<file path="src/rtl/puf_cmd_ctrl.sv">
// puf_cmd_ctrl: command sequencer between the UART RX path, the PUF core and
// the UART TX path. Assembles request frames (0xA5, challenge bytes, optional
// XOR checksum), fires one PUF evaluation per valid frame and streams the
// response frame (0x5A, response bytes MSB first, optional XOR checksum).
// Optional feature: define PUF_CMD_CSUM_EN to require and check the request
// checksum and to append a checksum byte to the response.
module puf_cmd_ctrl #(
    parameter int unsigned CHAL_BYTES   = 4,
    parameter int unsigned RESP_BYTES   = 2,
    parameter int unsigned TIMEOUT_CLKS = 17340
) (
    input  logic                    clk,
    input  logic                    rst,
    input  logic                    rx_dv,
    input  logic [7:0]              rx_byte,
    output logic                    puf_start,
    output logic [8*CHAL_BYTES-1:0] puf_challenge,
    input  logic                    puf_done,
    input  logic [8*RESP_BYTES-1:0] puf_response,
    output logic                    tx_start,
    output logic [7:0]              tx_byte,
    input  logic                    tx_busy,
    output logic                    busy,
    output logic                    frame_err,
    output logic [7:0]              err_count
);

    localparam int unsigned CHAL_W = 8 * CHAL_BYTES;
    localparam int unsigned RESP_W = 8 * RESP_BYTES;
    localparam int unsigned IDX_W  = 4;
    localparam int unsigned TMO_W  = 16;
`ifdef PUF_CMD_CSUM_EN
    localparam int unsigned TX_BYTES = RESP_BYTES + 2;
`else
    localparam int unsigned TX_BYTES = RESP_BYTES + 1;
`endif
    localparam logic [7:0] REQ_HDR = 8'hA5;
    localparam logic [7:0] RSP_HDR = 8'h5A;

    typedef enum logic [2:0] {
        ST_IDLE     = 3'd0,
        ST_RX_CHAL  = 3'd1,
        ST_RX_CSUM  = 3'd2,
        ST_PUF_REQ  = 3'd3,
        ST_PUF_WAIT = 3'd4,
        ST_TX_SEND  = 3'd5,
        ST_TX_WAIT  = 3'd6
    } state_e;

    state_e              state_q, state_d;
    logic [IDX_W-1:0]    idx_q, idx_d;
    logic [TMO_W-1:0]    tmo_q, tmo_d;
    logic [CHAL_W-1:0]   chal_q, chal_d;
    logic [RESP_W-1:0]   resp_q, resp_d;
    logic [IDX_W-1:0]    tx_idx_q, tx_idx_d;
    logic [7:0]          tx_byte_q, tx_byte_d;
    logic                puf_start_q, puf_start_d;
    logic                tx_start_q, tx_start_d;
    logic                busy_q, busy_d;
    logic                frame_err_q, frame_err_d;
    logic [7:0]          err_cnt_q, err_cnt_d;
    logic [7:0]          send_byte_c;
`ifdef PUF_CMD_CSUM_EN
    logic [7:0]          xor_q, xor_d;
    logic [7:0]          rsum_q, rsum_d;

    // XOR of all response bytes, used as the response checksum
    function automatic logic [7:0] xor_bytes(input logic [RESP_W-1:0] v);
        logic [7:0] acc;
        acc = 8'h00;
        for (int unsigned i = 0; i < RESP_BYTES; i++) begin
            acc = acc ^ v[8*i +: 8];
        end
        return acc;
    endfunction
`endif

    // Byte to transmit at the current position of the response frame
    always_comb begin
        send_byte_c = resp_q[RESP_W-1 -: 8];
        if (tx_idx_q == '0) begin
            send_byte_c = RSP_HDR;
        end
`ifdef PUF_CMD_CSUM_EN
        else if (tx_idx_q == IDX_W'(RESP_BYTES + 1)) begin
            send_byte_c = rsum_q;
        end
`endif
    end

    // Next-state and registered-output logic
    always_comb begin
        state_d     = state_q;
        idx_d       = idx_q;
        tmo_d       = tmo_q;
        chal_d      = chal_q;
        resp_d      = resp_q;
        tx_idx_d    = tx_idx_q;
        tx_byte_d   = tx_byte_q;
        puf_start_d = 1'b0;
        tx_start_d  = 1'b0;
        frame_err_d = 1'b0;
        err_cnt_d   = err_cnt_q;
`ifdef PUF_CMD_CSUM_EN
        xor_d       = xor_q;
        rsum_d      = rsum_q;
`endif

        case (state_q)
            ST_IDLE: begin
                if (rx_dv && (rx_byte == REQ_HDR)) begin
                    state_d = ST_RX_CHAL;
                    idx_d   = '0;
                    tmo_d   = '0;
`ifdef PUF_CMD_CSUM_EN
                    xor_d   = 8'h00;
`endif
                end
            end

            ST_RX_CHAL: begin
                if (rx_dv) begin
                    chal_d = CHAL_W'({chal_q, rx_byte});
                    tmo_d  = '0;
                    idx_d  = idx_q + IDX_W'(1);
`ifdef PUF_CMD_CSUM_EN
                    xor_d  = xor_q ^ rx_byte;
`endif
                    if (idx_q == IDX_W'(CHAL_BYTES - 1)) begin
`ifdef PUF_CMD_CSUM_EN
                        state_d = ST_RX_CSUM;
`else
                        state_d     = ST_PUF_REQ;
                        puf_start_d = 1'b1;
`endif
                    end
                end else if (tmo_q == TMO_W'(TIMEOUT_CLKS - 1)) begin
                    frame_err_d = 1'b1;
                    state_d     = ST_IDLE;
                end else begin
                    tmo_d = tmo_q + TMO_W'(1);
                end
            end

`ifdef PUF_CMD_CSUM_EN
            ST_RX_CSUM: begin
                if (rx_dv) begin
                    tmo_d = '0;
                    if (rx_byte == xor_q) begin
                        state_d     = ST_PUF_REQ;
                        puf_start_d = 1'b1;
                    end else begin
                        frame_err_d = 1'b1;
                        state_d     = ST_IDLE;
                    end
                end else if (tmo_q == TMO_W'(TIMEOUT_CLKS - 1)) begin
                    frame_err_d = 1'b1;
                    state_d     = ST_IDLE;
                end else begin
                    tmo_d = tmo_q + TMO_W'(1);
                end
            end
`endif

            ST_PUF_REQ: begin
                state_d = ST_PUF_WAIT;
            end

            ST_PUF_WAIT: begin
                if (puf_done) begin
                    resp_d   = puf_response;
                    tx_idx_d = '0;
                    state_d  = ST_TX_SEND;
`ifdef PUF_CMD_CSUM_EN
                    rsum_d   = xor_bytes(puf_response);
`endif
                    // Header goes out immediately when the transmitter is free
                    if (!tx_busy) begin
                        tx_byte_d  = RSP_HDR;
                        tx_start_d = 1'b1;
                        tx_idx_d   = IDX_W'(1);
                        state_d    = ST_TX_WAIT;
                    end
                end
            end

            ST_TX_SEND: begin
                if (!tx_busy) begin
                    tx_byte_d  = send_byte_c;
                    tx_start_d = 1'b1;
                    tx_idx_d   = tx_idx_q + IDX_W'(1);
                    state_d    = ST_TX_WAIT;
                    if (tx_idx_q != '0) begin
                        resp_d = resp_q << 8;
                    end
                end
            end

            ST_TX_WAIT: begin
                // tx_start_q marks the first wait cycle, where tx_busy may lag
                if (!tx_start_q && !tx_busy) begin
                    if (tx_idx_q == IDX_W'(TX_BYTES)) begin
                        state_d = ST_IDLE;
                    end else begin
                        state_d = ST_TX_SEND;
                    end
                end
            end

            default: begin
                state_d = ST_IDLE;
            end
        endcase

        if (frame_err_d && (err_cnt_q != 8'hFF)) begin
            err_cnt_d = err_cnt_q + 8'd1;
        end

        busy_d = (state_d != ST_IDLE);
    end

    // State and output registers with synchronous reset
    always_ff @(posedge clk) begin
        if (rst) begin
            state_q     <= ST_IDLE;
            idx_q       <= '0;
            tmo_q       <= '0;
            chal_q      <= '0;
            resp_q      <= '0;
            tx_idx_q    <= '0;
            tx_byte_q   <= 8'h00;
            puf_start_q <= 1'b0;
            tx_start_q  <= 1'b0;
            busy_q      <= 1'b0;
            frame_err_q <= 1'b0;
            err_cnt_q   <= 8'h00;
`ifdef PUF_CMD_CSUM_EN
            xor_q       <= 8'h00;
            rsum_q      <= 8'h00;
`endif
        end else begin
            state_q     <= state_d;
            idx_q       <= idx_d;
            tmo_q       <= tmo_d;
            chal_q      <= chal_d;
            resp_q      <= resp_d;
            tx_idx_q    <= tx_idx_d;
            tx_byte_q   <= tx_byte_d;
            puf_start_q <= puf_start_d;
            tx_start_q  <= tx_start_d;
            busy_q      <= busy_d;
            frame_err_q <= frame_err_d;
            err_cnt_q   <= err_cnt_d;
`ifdef PUF_CMD_CSUM_EN
            xor_q       <= xor_d;
            rsum_q      <= rsum_d;
`endif
        end
    end

    assign puf_start     = puf_start_q;
    assign puf_challenge = chal_q;
    assign tx_start      = tx_start_q;
    assign tx_byte       = tx_byte_q;
    assign busy          = busy_q;
    assign frame_err     = frame_err_q;
    assign err_count     = err_cnt_q;

endmodule

</file>
<file path="config.mk">
export PLATFORM = sky130hd
export DESIGN_NAME = puf_cmd_ctrl
export DESIGN_NICKNAME = d
export VERILOG_FILES = /design/src/rtl/puf_cmd_ctrl.sv
export SDC_FILE = /design/constraint.sdc
export NUM_CORES = 1
export LEC_CHECK = 0
export ABC_AREA = 1
export BUFFER_PORTS_ARGS = -buffer_cell sky130_fd_sc_hd__buf_2
export CELL_PAD_IN_SITES_DETAIL_PLACEMENT = 1
export CELL_PAD_IN_SITES_GLOBAL_PLACEMENT = 1
export CORE_ASPECT_RATIO = 0.9
export CORE_MARGIN = 1
export CORE_UTILIZATION = 35
export CTS_BUF_LIST = sky130_fd_sc_hd__clkbuf_16
export CTS_CLUSTER_SIZE = 28
export DETAILED_ROUTE_END_ITERATION = 10
export GPL_ROUTABILITY_DRIVEN = 1
export GPL_TIMING_DRIVEN = 0
export PLACE_DENSITY = 0.79
export SLEW_MARGIN = 20
export SYNTH_ARGS = -nofsm -noshare
export SYNTH_HDL_FRONTEND = slang
export SYNTH_SLANG_ARGS = --single-unit
</file>
<file path="constraint.sdc">
create_clock -name clk -period 3.4 [get_ports clk]
set_input_delay 0.51 -clock clk [delete_from_list [all_inputs] [get_ports clk]]
set_output_delay 0.51 -clock clk [all_outputs]
set_load 0.02 [all_outputs]
</file>
==> run_results.csv, run 1 <==
group,metric,value,unit
run_status,status,"finished clean",
worst_setup_path,cp-end-kind,"flip-flop",
worst_setup_path,reg2reg_slack,1.47,ns
global_route,grt_pass1_vias,4457,
detailed_routing,vias,4461,
sta,tightest_slew,0.6615,ns
clocking,cts_tree,"done",
worst_setup_path,slowest_stage,"dfxtp_1",
worst_setup_path,cp.required,3.61,ns
global_route,grt_usage,0.2136,
detailed_routing,first_iter_violations,167,
logic_synthesis,synth_fa_ha_area_frac,0.01443,
power_and_ir_drop,pwr_density_cell,454.1,mW/mm^2
worst_setup_path,arrival,2.13,ns
sta,relSlewSlack,0.5590,
clocking,numCtsBuffers,9,
worst_setup_path,startpoint_type,"flip-flop",
final_layout,nets,742,
clocking,worstSkewPairLatency,0.36,ns
clocking,post_cts_buffers,0,
placed_design,io_buffers,80,
clocking,clockRootBuffer,"clkbuf_16",
final_layout,fill_cells,1598,
placed_design,place_hpwl,9.872,mm
logic_synthesis,synthMuxAreaShare,0,
worst_setup_path,cp_max_fo,10,
final_layout,final_cell_mix,"nor2_1 (124), nand2_1 (115), dfxtp_1 (95), buf_2 (84), o21ai_0 (54)",
sta,rsz0062_at_grt,"false",
final_layout,area.growth.synth_to_final,20.32,%
power_and_ir_drop,vdd_drop_max,0.2705,mV
logic_synthesis,synth_simple_gate_area_frac,0.3325,
detailed_routing,routed.top_layer,"met4",
sta,hold_viol_final,0,
floorplanning,dieArea,0.01284,sq mm
logic_synthesis,synth_xor_area_frac,0.01010,
floorplanning,io_pins,81,
logic_synthesis,post_synth.cell_area_avg,7.027,sq um
logic_synthesis,seq_area_frac_synth,0.4387,
power_and_ir_drop,p_leak,0.002299,uW
worst_hold_path,min-delay-path-class,"primary input to flip-flop",
logic_synthesis,syn_inst,617,
logic_synthesis,yosys_register_bits,95,
detailed_routing,met3WireLength,609,um
detailed_routing,routed_via_density,5.110,
placed_design,gp_congestion,0.8579,
worst_hold_path,hold_start,"puf_response[6]",
floorplanning,initial_core_util,0.3590,
logic_synthesis,ys_warn_count,0,
global_route,antenna_found_initial,0,
global_route,grt_pass1_wl,21.62,mm
clocking,path_clk_slew,0.07,ns
logic_synthesis,synthesis.nets,651,
final_layout,final_layout_size_suffix_gt1_frac,0.1669,
detailed_routing,wl_met2,6.251,mm
detailed_routing,drt-total-wl,12.94,mm
sta,slew_violations,0,
logic_synthesis,synth_top_family_by_area,"simple AND/OR/NAND/NOR gates",
clocking,post_cts_resize_count,0,
logic_synthesis,synth_cell_type_count,32,
clocking,clock-sinks,95,
worst_setup_path,cp_num_buf_inv,1,
floorplanning,rows,38,
detailed_routing,avgRoutedWirePerCell,14.83,um
floorplanning,die_h,107.6,um
detailed_routing,drc,0,
worst_setup_path,critPathTopFamily,"simple AND/OR/NAND/NOR gates",
detailed_routing,first_pass_iters,4,
final_layout,final_common_cell,"nor2_1",
floorplanning,core,0.01208,sq mm
worst_hold_path,holdPathEnd,"resp_q[6]",
sta,setup_slack,1.471,ns
logic_synthesis,synthesis.area,0.004335,sq mm
worst_setup_path,rr_startpoint,"tmo_q[0]",
sta,fin_crit_sh,0.5674,
global_route,grt_max_degree,18,
worst_setup_path,reg2reg_to,"busy",
placed_design,place_ws,1.485,ns
worst_setup_path,reg2reg_depth,9,
sta,fin_crit,1.929,ns
detailed_routing,m1WireLength,5.836,mm
global_route,overflow,0,
clocking,clock_path_buffers,2,
worst_setup_path,cp_slowest_stage_delay,0.38,ns
logic_synthesis,synth_compound_area_frac,0.1356,
worst_hold_path,hold_depth,3,
detailed_routing,ant_nets,0,
final_layout,antenna_cells,0,
sta,tns,0,ns
worst_setup_path,crit_chain,"ha_1 -> nand3_1 -> nor2_1 -> nand3_1 -> nand2_1 -> nand2_1 -> buf_6 -> nor2_2 -> a21oi_1",
clocking,cts_hold_buf,0,
sta,finClkSkew,0.006332,ns
worst_setup_path,critPathKind,"flip-flop to flip-flop",
job,drv_cap,0,
sta,max_freq,0.5183,GHz
sta,setup_violations,0,
floorplanning,fp.dieW,119.3,um
clocking,cts_max_level,3,
-- area by class of cell --
class                      instances  area (sq um)  share of cell area
multi-input combinational        452          2136              0.4095
sequential                        95          1902              0.3646
timing repair buffer              80         400.4             0.07676
clock buffer                       9         225.2             0.04318
tap                              160         200.2             0.03838
inverter                          46         172.7             0.03310
buffer                            24         125.1             0.02399
clock inverter                     7         55.05             0.01055
-- synthesized netlist by cell type --
cell / count / share of area
nor2_1: 124 / 0.11
nand3_2: 2 / 0.0046
ha_1: 5 / 0.014
inv_1: 44 / 0.038
nand2_4: 2 / 0.0052
a31oi_1: 10 / 0.014
buf_6: 4 / 0.010
nand3_1: 33 / 0.038
dfxtp_1: 95 / 0.44
nor3b_1: 1 / 0.0017
a211oi_1: 2 / 0.0035
nand3_4: 1 / 0.0040
clkbuf_1: 16 / 0.014
o21bai_1: 1 / 0.0017
inv_2: 2 / 0.0017
nand4_1: 22 / 0.032
a21oi_1: 40 / 0.046
xor2_1: 4 / 0.0081
nor3_1: 15 / 0.017
nand2_1: 115 / 0.10
nor2_2: 3 / 0.0043
nand3b_1: 1 / 0.0017
buf_2: 4 / 0.0046
or2_2: 3 / 0.0043
and2_1: 2 / 0.0029
o21ai_0: 54 / 0.062
nor2b_1: 1 / 0.0014
o21ai_1: 5 / 0.0058
xnor2_1: 1 / 0.0020
nand2_2: 2 / 0.0029
nor2_4: 2 / 0.0052
o21a_1: 1 / 0.0017
-- flip-flops by register name (all words and copies together), names as in the netlist, 3 cells and up --
name,count
tmo_q,16
err_count,8
tx_byte,8
state_q,3
tx_idx_q,4
puf_challenge,32
resp_q,16
idx_q,4
-- per-stage QoR --
| step | instance area [sq um] | hold slack [ns] | utilization | cells | total power [uW] |
|---|---|---|---|---|---|
| 6_report | 5216 | 0.3826 | 0.4319 | 873 | 2369 |
| 4_1_cts | 5216 | 0.3728 | 0.4319 | 873 | 2393 |
| 5_1_grt | 5216 | 0.4055 | 0.4319 | 873 | 2463 |
| 2_1_floorplan | 4335 | 0.4420 | - | 617 | 1317 |
| 3_3_place_gp | 4936 | 0.4317 | 0.4087 | 857 | 1399 |
| 3_5_place_dp | 4936 | 0.4398 | 0.4087 | 857 | 1407 |
-- worst register-to-register path, delay by kind of cell (launching register included) --
kind | cells | cell delay [ns]
buffers and inverters | 1 | 0.16
DFF | 1 | 0.38
AOI/OAI and AO/OA | 1 | 0.09
and+or+nand+nor | 6 | 0.85
adders and majority gates | 1 | 0.32
-- metal layers --
layer  vias to the layer above  global-route usage
met5                         -                   0
met4                         0             0.07946
met3                        19             0.05032
met2                        81              0.3684
met1                      2141              0.2585
li1                       2220                   -
-- cells by family after synthesis --
family                     count (synthesis)
AOI/OAI and AO/OA                        113
and+or+nand+nor                          329
adders and majority gates                  5
xor gates and xnor gates                   5
DFF                                       95
buffers and inverters                     70
-- where the power goes --
group | leakage, uW | internal, uW | switching, uW | total, uW
sequential | 0.000767 | 1140 | 22.8 | 1160
combinational | 0.00139 | 66.7 | 152 | 219
clock | 0.000139 | 507 | 479 | 986
total | 0.00230 | 1710 | 654 | 2370
-- worst max path at each step --
stage | startpoint | end | slack [ns] | cells past startpoint
final | tmo_q[0] | busy | 1.47 | 9
after global routing | tmo_q[1] | busy | 1.24 | 9
after CTS | tmo_q[0] | busy | 1.46 | 9
after detailed placement | rx_dv | puf_challenge[19] | 1.48 | 7
after global placement | rx_dv | puf_challenge[18] | 1.51 | 7
after floorplan | err_count[1] | err_count[3] | 1.75 | 9
(Power assumes the default switching activity.)
==> run 2, diff against run 1 <==
--- a/config.mk
+++ b/config.mk
@@ -17,7 +17,7 @@
 export DETAILED_ROUTE_END_ITERATION = 10
 export GPL_ROUTABILITY_DRIVEN = 1
 export GPL_TIMING_DRIVEN = 0
-export PLACE_DENSITY = 0.79
+export PLACE_DENSITY = 0.82
 export SLEW_MARGIN = 20
 export SYNTH_ARGS = -nofsm -noshare
 export SYNTH_HDL_FRONTEND = slang
==> constraint.sdc (replaced) <==
create_clock -name clk -period 1.7 [get_ports clk]
set_input_delay 0.255 -clock clk [delete_from_list [all_inputs] [get_ports clk]]
set_output_delay 0.255 -clock clk [all_outputs]
set_load 0.02 [all_outputs]
==> run 2 against run 1 <==
Critical path type unchanged. Via count is 0.13% higher. First-iteration DRC count is 6.0% higher. Highest routed layer unchanged. Wire length is 5.1% higher. Combinational power is 110% higher.
==> run_results.csv, run 2 (synthesis results as in run 1) <==
group,metric,value,unit
floorplanning,io_pins,81,
sta,fin_crit_sh,0.9435,
clocking,numCtsBuffers,9,
worst_setup_path,cp_max_fo,8,
clocking,cts_max_level,3,
clocking,path_clk_slew,0.07,ns
power_and_ir_drop,power.total,4844,uW
power_and_ir_drop,p_leak,0.002364,uW
clocking,worstSkewPairLatency,0.35,ns
global_route,grt_pass1_wl,21.57,mm
placed_design,placed_cell_area,0.004936,sq mm
global_route,grt_pass1_vias,4537,
power_and_ir_drop,seqPwrFrac,0.481,
final_layout,antenna_cells,0,
floorplanning,rows,38,
global_route,overflow,0,
final_layout,multi_input_area,0.002261,sq mm
global_route,antenna_found_initial,0,
detailed_routing,vias,4467,
worst_setup_path,arrival,1.87,ns
final_layout,seq_area,0.001933,sq mm
global_route,grt_max_degree,17,
sta,max_freq,0.6235,GHz
sta,slew_violations,0,
sta,hold_viol_final,0,
power_and_ir_drop,pwr-share-comb,0.093,
placed_design,place_hpwl,9.820,mm
final_layout,nets,748,
detailed_routing,routed_via_density,5.082,
floorplanning,initial_core_util,0.3590,
worst_setup_path,critPathKind,"flip-flop to flip-flop",
floorplanning,die_h,107.6,um
clocking,cts_hold_buf,0,
floorplanning,core,0.01208,sq mm
clocking,clock-sinks,95,
placed_design,dp_cells,857,
clocking,clockRootBuffer,"clkbuf_16",
power_and_ir_drop,vdd_drop_max,0.7408,mV
clocking,cts_tree,"done",
power_and_ir_drop,p_clk_frac,0.426,
worst_setup_path,cp.required,1.97,ns
detailed_routing,first_iter_violations,177,
sta,fin_crit,1.604,ns
worst_setup_path,critPathTopFamily,"simple AND/OR/NAND/NOR gates",
final_layout,final_cells,879,
sta,whs,0.1317,ns
detailed_routing,drc,0,
final_layout,final_layout_size_suffix_gt1_frac,0.2378,
floorplanning,dieArea,0.01284,sq mm
final_layout,stdcell_area,0.005451,sq mm
floorplanning,fp.dieW,119.3,um
power_and_ir_drop,pwr_density_cell,888.6,mW/mm^2
placed_design,io_buffers,80,
detailed_routing,ant_nets,0,
sta,tightest_slew,0.7101,ns
worst_setup_path,cpMostUsedCell,"nand2_1",
sta,relSlewSlack,0.5266,
final_layout,area.growth.synth_to_final,25.74,%
final_layout,final_cell_mix,"nor2_1 (118), nand2_1 (113), buf_2 (83), dfxtp_1 (80), o21ai_0 (53)",
placed_design,gp_congestion,0.8866,
run_status,status,"finished clean",
worst_hold_path,min-delay-path-class,"primary input to flip-flop",
power_and_ir_drop,internal_power,3566,uW
power_and_ir_drop,switching_share,0.2638,
detailed_routing,drt-total-wl,13.60,mm
final_layout,largest_register_ffs,32,
worst_setup_path,startpoint_type,"flip-flop",
worst_setup_path,cp_num_buf_inv,0,
final_layout,final_common_cell,"nor2_1",
clocking,clock_path_buffers,2,
worst_setup_path,crit_chain,"ha_2 -> nand2_1 -> nor3_2 -> nand3_2 -> nand4_1 -> nand2_1 -> a21oi_1",
final_layout,fill_cells,1565,
sta,tns,0,ns
worst_setup_path,cp-end-kind,"flip-flop",
job,drv_cap,0,
detailed_routing,first_pass_iters,6,
sta,finClkSkew,0.01288,ns
global_route,grt_usage,0.2113,
worst_setup_path,slowest_stage,"dfxtp_2",
power_and_ir_drop,switchingPower,1278,uW
worst_setup_path,cp_slowest_stage_delay,0.37,ns
sta,rsz0062_at_grt,"true",
sta,setup_violations,0,
detailed_routing,avgRoutedWirePerCell,15.47,um
## run 2: metrics by stage
step	util	worst slack (ns)
2_1_floorplan	-	0.05380
3_3_place_gp	0.4087	-0.1175
3_5_place_dp	0.4087	-0.1725
4_1_cts	0.4366	-0.01299
5_1_grt	0.4514	-0.03656
6_report	0.4514	0.09604
## run 2: worst paths after layout
check,startpoint,endpoint,slack (ns),cells after the start
max reg2reg,err_count[1],err_count[4],0.1,7
max,err_count[1],err_count[4],0.1,7
min,puf_response[6],resp_q[6],0.13,3
min reg2reg,tx_byte[1],tx_byte[1],0.45,2
## run 2: final cells by class
type / instances / share of cell area
well taps: 160 / 0.03672
clock inverters: 7 / 0.01262
flip-flops and latches: 95 / 0.3546
clock buffers: 9 / 0.04131
multi-input cells: 452 / 0.4147
inverters: 46 / 0.03282
plain buffers: 21 / 0.02135
repair buffers: 89 / 0.08584
## run 2: layer usage
| layer | track usage | share of wire | up-vias |
|---|---|---|---|
| met4 | 0.05000 | 0.0094 | 0 |
| li1 | - | - | 2232 |
| met2 | 0.3783 | 0.50 | 78 |
| met1 | 0.2484 | 0.45 | 2144 |
| met5 | 0 | 0 | - |
| met3 | 0.06091 | 0.042 | 13 |
## run 2: power groups by stage
stage / registers, uW / logic [uW] / clock network [uW]
2_1_floorplan: 2430 / 203 / 0
3_3_place_gp: 2380 / 421 / 0
3_5_place_dp: 2380 / 435 / 0
4_1_cts: 2330 / 443 / 2100
5_1_grt: 2340 / 497 / 2190
6_report: 2330 / 449 / 2060
## run 2: worst register-to-register path, cell delays in order (launching register included)
cell,delay [ns]
dfxtp_2,0.37
ha_2,0.20
nand2_1,0.09
nor3_2,0.17
nand3_2,0.19
nand4_1,0.23
nand2_1,0.10
a21oi_1,0.18
## run 2: timing repair
item                                   in CTS  in global routing
gates cloned                                0                  0
pin swaps                                   2                  6
resized for setup                          10                 50
setup endpoints to repair                  46                 58
buffers inserted                            2                  7
endpoints found under the hold margin       0                  0
==> run 3, diff against run 2 <==
--- a/config.mk
+++ b/config.mk
@@ -12,7 +12,7 @@
 export CORE_ASPECT_RATIO = 0.9
 export CORE_MARGIN = 1
 export CORE_UTILIZATION = 35
-export CTS_BUF_LIST = sky130_fd_sc_hd__clkbuf_16
+export CTS_BUF_LIST = sky130_fd_sc_hd__clkbuf_4
 export CTS_CLUSTER_SIZE = 28
 export DETAILED_ROUTE_END_ITERATION = 10
 export GPL_ROUTABILITY_DRIVEN = 1
==> run 3 against run 2 <==
Worst hold slack got worse by 0.089 ns. Highest routed layer unchanged. Design area increased by 0.87%. Largest cell class unchanged. Worst setup slack improved by 0.0020 ns. Power decreased by 15%. Clock power decreased by 37%. Critical endpoint is now busy. First-iteration DRC count increased by 3.4%.
==> run_results.csv, run 3 (synthesis results as in run 1) <==
group,metric,value,unit
job,drv_cap,0,
final_layout,final_common_cell,"nor2_1",
worst_hold_path,min-delay-path-class,"primary input to flip-flop",
worst_setup_path,critPathKind,"flip-flop to flip-flop",
placed_design,dp_cells,857,
clocking,worstSkewPairLatency,0.48,ns
worst_setup_path,arrival,1.96,ns
placed_design,place_ws,-0.1725,ns
placed_design,io_buffers,80,
floorplanning,rows,38,
power_and_ir_drop,internal_power,2925,uW
worst_setup_path,reg2reg_slack,0.1,ns
worst_hold_path,holdPathEnd,"resp_q[9]",
clocking,clockRootBuffer,"clkbuf_4",
global_route,grt_busiest_layer,"met2",
final_layout,nets,768,
sta,setup_slack,0.09800,ns
power_and_ir_drop,seqPwrFrac,0.567,
detailed_routing,ant_nets,0,
global_route,gr-usage-met3,0.05614,
global_route,overflow,0,
sta,relSlewSlack,0.5398,
detailed_routing,drt-total-wl,13.61,mm
detailed_routing,first_pass_iters,4,
worst_hold_path,hold_depth,3,
run_status,status,"finished clean",
sta,tightest_slew,0.6904,ns
power_and_ir_drop,pwr-share-comb,0.118,
sta,fin_crit,1.602,ns
final_layout,final_cell_mix,"nor2_1 (118), nand2_1 (111), buf_2 (84), dfxtp_1 (79), o21ai_0 (53)",
worst_setup_path,reg2reg_to,"busy",
clocking,cts_max_level,3,
placed_design,gp_congestion,0.8866,
clocking,clock-sinks,95,
worst_hold_path,hold_start,"puf_response[9]",
power_and_ir_drop,vdd_drop_max,0.5121,mV
detailed_routing,vias,4544,
global_route,grt_pass1_wl,21.90,mm
floorplanning,initial_core_util,0.3590,
clocking,clock_path_buffers,2,
power_and_ir_drop,p_leak,0.002385,uW
global_route,antenna_found_initial,0,
floorplanning,core,0.01208,sq mm
detailed_routing,routed_via_density,5.055,
final_layout,largest_register_ffs,32,
worst_setup_path,cp_max_fo,10,
sta,tns,0,ns
final_layout,antenna_cells,0,
clocking,cts_tree,"done",
sta,hold_viol_final,0,
power_and_ir_drop,power.total,4112,uW
power_and_ir_drop,pwr_density_cell,747.7,mW/mm^2
worst_setup_path,startpoint_type,"flip-flop",
sta,finClkSkew,0.02283,ns
global_route,grt_pass1_vias,4657,
final_layout,final_cells,899,
worst_setup_path,cp-end-kind,"flip-flop",
worst_setup_path,rr_startpoint,"tmo_q[1]",
global_route,use_met1,0.2524,
floorplanning,dieArea,0.01284,sq mm
global_route,grt_usage,0.2149,
sta,max_freq,0.6242,GHz
final_layout,final_layout_size_suffix_gt1_frac,0.2422,
sta,setup_violations,0,
final_layout,area.growth.synth_to_final,26.84,%
sta,slew_violations,0,
global_route,grt.met2_usage,0.3808,
detailed_routing,first_iter_violations,183,
floorplanning,fp.dieW,119.3,um
power_and_ir_drop,switching_share,0.2887,
floorplanning,io_pins,81,
power_and_ir_drop,switchingPower,1187,uW
clocking,numCtsBuffers,9,
sta,fin_crit_sh,0.9424,
detailed_routing,drc,0,
floorplanning,die_h,107.6,um
placed_design,place_hpwl,9.820,mm
clocking,path_clk_slew,0.16,ns
power_and_ir_drop,p_clk_frac,0.315,
detailed_routing,avgRoutedWirePerCell,15.14,um
global_route,grt_max_degree,17,
sta,whs,0.04250,ns
worst_setup_path,reg2reg_depth,9,
worst_setup_path,cp.required,2.05,ns
-- run 3: changes by cell type in the layout (fill, tap and decap cells not counted), sizes merged --
cell,before,now
buf,96,97
clkbuf,23,25
dlygate4sd3,0,18
inv,49,48
-- run 3: metal layers --
layer	up-vias	wire, um
li1	2269	-
met1	2173	5996
met2	81	6811
met3	21	594
met4	0	207
met5	-	0
-- run 3: area by class of cell --
cell class                 instances  area, sq um
clock inverter                     6        65.06
tap                              160        200.2
buffer                            23        126.4
clock buffer                      10        75.07
inverter                          46        178.9
multi-input combinational        452         2266
timing repair buffer             107        648.1
fill                            1577         6578
sequential                        95         1939
-- run 3: metrics by stage --
step | utilization | area (sq um)
global placement | 0.4087 | 4936
detailed placement | 0.4087 | 4936
CTS | 0.4385 | 5295
finish | 0.4553 | 5499
global route | 0.4553 | 5499
floorplan | - | 4335
-- run 3: power groups by stage --
stage	combinational [uW]	clock (uW)	sequential, uW
6_report	486	1290	2330
5_1_grt	533	1420	2340
4_1_cts	471	1350	2340
3_5_place_dp	435	0	2380
3_3_place_gp	421	0	2380
2_1_floorplan	203	0	2430
-- run 3: worst max-delay path by stage --
stage / from / to / slack (ns) / cells after the start
6_report: tmo_q[1] / busy / 0.1 / 9
5_1_grt: tmo_q[1] / busy / -0.01 / 9
4_1_cts: tmo_q[7] / busy / 0.02 / 10
3_5_place_dp: tmo_q[0] / busy / -0.17 / 9
3_3_place_gp: tmo_q[0] / busy / -0.12 / 9
2_1_floorplan: err_count[1] / err_count[3] / 0.05 / 9
-- run 3: what timing repair did --
item | CTS | global route
hold endpoints to repair | 17 | 1
endpoints found under the setup margin | 47 | 53
pin swaps | 2 | 4
gates cloned | 0 | 0
gates resized for setup | 12 | 57
setup buffers | 2 | 7
hold buffers | 17 | 1
-- run 3: critical path, stage by stage (launching register included) --
cell     delay (ns)
dfxtp_4        0.41
ha_4           0.18
nand3_2        0.12
nor2_4         0.14
nand3_2        0.11
nand2_2        0.09
nand2_1        0.08
buf_6          0.15
nor2_2         0.10
a21oi_1        0.10
